`src/rtl/serial_add_sub.sv`:
```
// Bit-serial adder/subtractor: latches two operands on start and resolves one bit per clock,
// LSB first, through a single carry/borrow flip-flop; result/cout update only on the final bit.
module serial_add_sub #(
  parameter int WIDTH = 8
) (
  input  logic             clk,
  input  logic             rst_n,
  input  logic             start,
  input  logic             sel,
  input  logic [WIDTH-1:0] a,
  input  logic [WIDTH-1:0] b,
  input  logic             cin,
  output logic             busy,
  output logic             done,
  output logic [WIDTH-1:0] result,
  output logic             cout
);

  localparam int CW = $clog2(WIDTH);

  typedef enum logic [1:0] {IDLE, RUN, DONE} state_t;

  state_t           state_reg, state_next;
  logic [WIDTH-1:0] a_sh_reg, b_sh_reg;
  logic [WIDTH-2:0] acc_reg;
  logic [CW-1:0]    cnt_reg;
  logic             sel_reg;
  logic             carry_reg;
  logic [WIDTH-1:0] result_reg;
  logic             cout_reg;

  logic             accept;
  logic             last_bit;
  logic             a_bit, b_bit, x_bit, s_bit;
  logic             c_add, c_sub, c_next;
  logic [WIDTH-1:0] acc_full;

  assign accept   = start && ((state_reg == IDLE) || (state_reg == DONE));
  assign last_bit = (state_reg == RUN) && (cnt_reg == CW'(WIDTH - 1));

  // One full adder / full subtractor cell, shared across all bit positions.
  assign a_bit  = a_sh_reg[0];
  assign b_bit  = b_sh_reg[0];
  assign x_bit  = a_bit ^ b_bit;
  assign s_bit  = x_bit ^ carry_reg;
  assign c_add  = (a_bit & b_bit) | (carry_reg & x_bit);
  assign c_sub  = (~a_bit & b_bit) | (carry_reg & ~x_bit);
  assign c_next = sel_reg ? c_sub : c_add;

  // New bit enters at the MSB; after WIDTH bits the LSB-first stream lines up.
  assign acc_full = {s_bit, acc_reg};

  always_ff @(posedge clk or negedge rst_n) begin
    if (!rst_n) begin
      state_reg <= IDLE;
    end else begin
      state_reg <= state_next;
    end
  end

  always_comb begin
    state_next = state_reg;
    case (state_reg)
      IDLE:    if (start) state_next = RUN;
      RUN:     if (last_bit) state_next = DONE;
      DONE:    state_next = start ? RUN : IDLE;
      default: state_next = IDLE;
    endcase
  end

  always_ff @(posedge clk or negedge rst_n) begin
    if (!rst_n) begin
      a_sh_reg   <= '0;
      b_sh_reg   <= '0;
      acc_reg    <= '0;
      cnt_reg    <= '0;
      sel_reg    <= 1'b0;
      carry_reg  <= 1'b0;
      result_reg <= '0;
      cout_reg   <= 1'b0;
    end else if (accept) begin
      a_sh_reg  <= a;
      b_sh_reg  <= b;
      sel_reg   <= sel;
      carry_reg <= cin;
      cnt_reg   <= '0;
    end else if (state_reg == RUN) begin
      a_sh_reg  <= a_sh_reg >> 1;
      b_sh_reg  <= b_sh_reg >> 1;
      carry_reg <= c_next;
      cnt_reg   <= cnt_reg + CW'(1);
      acc_reg   <= acc_full[WIDTH-1:1];
      if (last_bit) begin
        result_reg <= acc_full;
        cout_reg   <= c_next;
      end
    end
  end

  assign busy   = (state_reg == RUN);
  assign done   = (state_reg == DONE);
  assign result = result_reg;
  assign cout   = cout_reg;

endmodule

```
`config.mk`:
```
export PLATFORM = sky130hd
export DESIGN_NAME = serial_add_sub
export DESIGN_NICKNAME = d
export VERILOG_FILES = /design/src/rtl/serial_add_sub.sv
export SDC_FILE = /design/constraint.sdc
export NUM_CORES = 1
export LEC_CHECK = 0
export BUFFER_PORTS_ARGS = -buffer_cell sky130_fd_sc_hd__buf_2
export CAP_MARGIN = 20
export CORE_MARGIN = 2
export CORE_UTILIZATION = 57
export DETAILED_ROUTE_END_ITERATION = 12
export PLACE_DENSITY = 0.82
export SLEW_MARGIN = 20
export SYNTH_ARGS = -nofsm -noshare
export SYNTH_HDL_FRONTEND = slang
export SYNTH_SLANG_ARGS = --single-unit
```
`constraint.sdc`:
```
create_clock -name clk -period 3.5 [get_ports clk]
set_clock_uncertainty 0.2 [all_clocks]
set_input_delay 0.175 -clock clk [delete_from_list [all_inputs] [get_ports clk]]
set_output_delay 0.175 -clock clk [all_outputs]
set_load 0.01 [all_outputs]
```
## Yosys cells after proc, flatten, opt, wreduce, memory -nomap -nowiden

Cells that the tools add are included.

- Output and inout port bits: 11
- Word-level logic and storage cells: 47
- Flip-flop bits (word level): 39

- Reduce and logical (&&, ||, !) cells: 8
- Add/subtract/negate cells: 1
- Multiplexer cells: 13
- Bitwise operators: 11
- Equal/unequal tests: 5

Operators by type and width:

| cell | count |
|---|---|
| 2-to-1 mux 8 bit | 4 |
| 2-to-1 mux 3 bit | 2 |
| one-hot mux 2 bit (3 select lines) | 1 |
| bitwise AND 1 bit | 4 |
| 2-to-1 mux 1 bit | 4 |
| 2-to-1 mux 2 bit | 2 |
| AND reduction 2 bit | 2 |
| adder 3 x 1 -> 3 bit, second input constant | 1 |
| == test 3 bit, second input constant | 1 |
| inverter 1 bit | 3 |
| AND reduction 3 bit | 1 |
| == test 2 x 1 -> 1 bit, second input constant | 1 |
| == test 2 bit, second input constant | 1 |
| logical AND 1 bit | 2 |
| zero test 2 bit | 1 |
| inequality test 2 x 1 -> 1 bit, second input constant | 1 |
| inequality test 2 bit, second input constant | 1 |
| OR 1 bit | 2 |
| nonzero test 2 bit | 1 |
| XOR 1 bit | 2 |
| logical OR 1 bit | 1 |

## Logic depth before layout (Yosys ltp)

- Depth in word-level cells: 7
- Gate-level depth with buffers: 6
- Gate-level depth less buffers: 5

## Worst setup path before layout

Ideal clock, no wire load.

- Kind: reg2reg
- Start point: reg cnt_reg[0]
- End point: reg result_reg[2], in the netlist result[2]
- Arrival time: 1392 ps
- Setup time: 125 ps
- Stages on the path, launching flop included: 6
- Slack: 1783 ps
- Cells stage by stage: dfrtp_1 ha_1 ha_1 nand3b_1 buf_2 mux2_2

- Cells in the longest elaborated chain, start to end: 3

Ends and longest elaborated chain:

| what | RTL line | text |
|---|---|---|
| from (decl) | 26 | `logic [CW-1:0] cnt_reg;` |
| from (signal assigned) | 91 | `cnt_reg <= cnt_reg + CW'(1);` |
| == test 3 bit | 39 | `assign last_bit = (state_reg == RUN) && (cnt_reg == CW'(WIDTH - 1));` |
| logical AND 1 bit | 39 |  |
| AND reduction 3 bit (no line) | - |  |
| to (signal assigned) | 94 | `result_reg <= acc_full;` |
| to (decl) | 29 | `logic [WIDTH-1:0] result_reg;` |

Every way passes these cells.
A chain may end at the register's enable or synchronous reset.

## Final worst setup path

- Start point: reg state_reg[0]
- End point: reg carry_reg

- Cells in the longest elaborated chain, start to end: 4
- Elaborated cells between the ends (all ways): 7
- Those cells by class: eq/ne: 2; mux: 1; reduce/logical: 4

Ends and longest elaborated chain:

| what | RTL line | text |
|---|---|---|
| from (decl) | 23 | `state_t state_reg, state_next;` |
| from (signal assigned) | 57 | `state_reg <= state_next;` |
| == test 2 bit or zero test 2 bit (tied branches) | 38 | `assign accept = start && ((state_reg == IDLE) \|\| (state_reg == DONE));` |
| logical OR 1 bit | 38 |  |
| logical AND 1 bit | 38 |  |
| 2-to-1 mux 1 bit or nonzero test 2 bit (tied branches) | - |  |
| to (signal assigned) | 85 | `carry_reg <= cin;` |
| to (signal assigned) | 90 | `carry_reg <= c_next;` |
| to (decl) | 28 | `logic carry_reg;` |

Several ways; a longest one is shown, not always the timed one.

==> results.py <==
metrics = {
    "clocking": {
        "cts_root_buf": "clkbuf_4",
        "cts_tree": "yes",
        "cts_resized": 0,
        "clk_path_buf_depth": 2,
        "h-tree-depth": 2,
        "post_cts_buffers": 0,
        "clk_pin_slew_worst_paths_ps": 110,
        "clock_sinks": 39,
        "cts-buffers-inserted": 5,
        "ctsHoldBuffers": 19,
        "clk_latency_ps": 340,
    },
    "sta": {
        "fmax_mhz": 493,
        "finalSetupTns_ps": 0,
        "rsz0062_at_grt": "no",
        "layout_min_cycle_time_ps": 2030,
        "period_share_pct": 58.0,
        "maxSlewViolCount": 0,
        "worst_pin_slew_ps": 875,
        "setup_viol": 0,
        "whs_ps": 251,
        "relSlewSlack_pct": 41.4,
        "finalHoldViolCount": 0,
    },
    "worst_setup_path": {
        "cp_num_buf_inv": 0,
        "path_delay_family": "simple AND/OR/NAND/NOR gates",
        "endpoint_kind": "flop",
        "cp.arrival_ps": 2060,
        "r2r-end": "carry_reg",
        "start_kind": "flop",
        "critPathMaxFanout": 21,
        "path_cells": "nor2b_2 > nor2_4 > a221o_1",
        "worst_path_max_delay_cell": "nor2b_2",
        "path_class": "flop to flop",
        "cp_num_cells": 3,
        "cp.required_ps": 3530,
        "reg2reg_depth": 3,
        "max_stage_delay_ps": 700,
        "r2r_start": "state_reg[0]",
        "rrSetupSlack_ps": 1470,
    },
    "global_routing": {
        "gr-total-overflow": 0,
        "grt_use_total_pct": 21.4,
        "grt_pass1_vias": 1221,
        "antenna_found_initial": 0,
        "grt_first_pass_wirelength_um": 5230,
        "grt_max_degree": 40,
    },
    "worst_hold_path": {
        "hold_start": "start",
        "hold_path.class": "input pin to flop",
        "hold_depth": 3,
        "worstHoldEndpoint": "state_reg[0]",
    },
    "route": {
        "drc": 0,
        "vias": 1135,
        "dr.pass1.iters": 4,
        "dr.first_iter.drc_count": 17,
        "totalWireLength_um": 2980,
        "postRouteAntennaNets": 0,
        "routed_via_density": 5.43,
        "wl_per_cell_um": 14.3,
    },
    "logic_synthesis": {
        "yosysWarnings": 0,
        "ys_ff_latch": 39,
        "synth-main-ff-cell": "dfrtp_1",
        "ys_types": 22,
        "synthCells": 127,
        "ys_async_sr_fraction_pct": 100,
        "synthTopCellsByCount": "dfrtp_1, nand2_1, a22o_1",
        "avgSynthCellArea_um2": 12.8,
        "syn-num-nets": 152,
        "yosysSeqAreaShare_pct": 60.1,
        "synth.area.top_cells": "dfrtp_1, a22o_1, mux2_2, a21o_1, nand2_1",
        "synth_edf_count": 0,
        "synth.most_common_cell": "dfrtp_1",
        "yosysTopAreaCell": "dfrtp_1",
        "synth_area_mm2": 0.00162,
        "synth_top_area_share_pct": 60.1,
    },
    "outcome": {
        "status": "finished clean",
    },
    "layout": {
        "synthToLayoutAreaGrowth_pct": 24.4,
        "fin_util_pct": 73.9,
        "antenna_cells": 0,
        "drive_gt1_share_pct": 28.1,
        "final_cell_count_no_fill": 209,
        "nets": 202,
    },
    "place": {
        "port_buffers": 31,
        "dp_hpwl_um": 1810,
        "dp.cells": 182,
        "place_congestion": 0.718,
    },
    "pwr": {
        "leakage_uw": 0.00108,
        "p_per_area_mw_per_mm2": 839,
        "peakVddDrop_mv": 0.619,
    },
    "die": {
        "die_x_um": 57.4,
        "core_area_mm2": 0.00273,
        "ios": 32,
        "die_area_mm2": 0.00329,
        "die_h_um": 57.4,
        "initial_core_util_pct": 59.4,
        "fp-row-count": 19,
    },
    "flow_run": {
        "maxCapViolations": 0,
    },
}
## metal layers
layer	share of wire [%]	vias up	wire length [um]	global-route usage, %
li1	-	550	-	-
met1	43	553	1280	24.4
met2	52	28	1540	38.5
met3	4.5	4	134	6.80
met4	1.0	0	30	5.98
met5	0	-	0	0
## metrics by stage
step / instance area, um^2 / total power [uW] / setup slack, ps
after floorplan: 1620 / 1300 / 1780
after global placement: 1780 / 1420 / 1580
after detailed placement: 1780 / 1470 / 1500
after CTS: 2020 / 1700 / 1480
after global routing: 2020 / 1830 / 1340
final: 2020 / 1690 / 1470
## worst register-to-register path, cell delays in order, from the launching register on
cell and delay [ps]:
dfrtp_1 430, nor2b_2 700, nor2_4 230, a221o_1 360
## cell usage in the layout (no fill, tap or decap), types with 2 or more instances in the layout
master         instances
a21o_1                13
a221o_1                2
a22o_1                17
buf_2                 31
clkbuf_1               2
clkbuf_4               5
dfrtp_1               39
dlygate4sd3_1         19
fa_1                   2
ha_1                   2
inv_1                  2
mux2_2                 9
nand2_1               21
o21ai_0                3
## kinds of logic after synthesis
family,after synthesis,share of synthesized area [%]
buffers and inverters,10,3.16
DFF,39,60.1
and+or+nand+nor,28,8.02
AOI/OAI and AO/OA,36,17.8
adders and majority gates,4,4.01
muxes,10,6.86
## final cells by class
cell class	instances	area, um^2
Clock buffer	7	45.0
Clock inverter	1	5.00
Fill cell	183	714
Inverter	3	13.8
Multi-Input combinational cell	78	596
Sequential cell	39	976
Tap cell	31	38.8
Timing Repair Buffer	50	345
## worst max-delay path by stage
stage,start,endpoint,slack [ps]
5_1_grt,state_reg[0],carry_reg,1340
3_5_place_dp,state_reg[0],carry_reg,1500
6_report,state_reg[0],carry_reg,1470
2_1_floorplan,cnt_reg[0],result[2],1780
4_1_cts,state_reg[0],carry_reg,1480
3_3_place_gp,state_reg[0],carry_reg,1580
## where the power goes
group	total (uW)	internal, uW	switching, uW
logic	685	341	344
clock network	218	78.3	140
registers	791	662	129
total	1690	1080	613
Note: power is estimated with default switching activity, not from simulation.
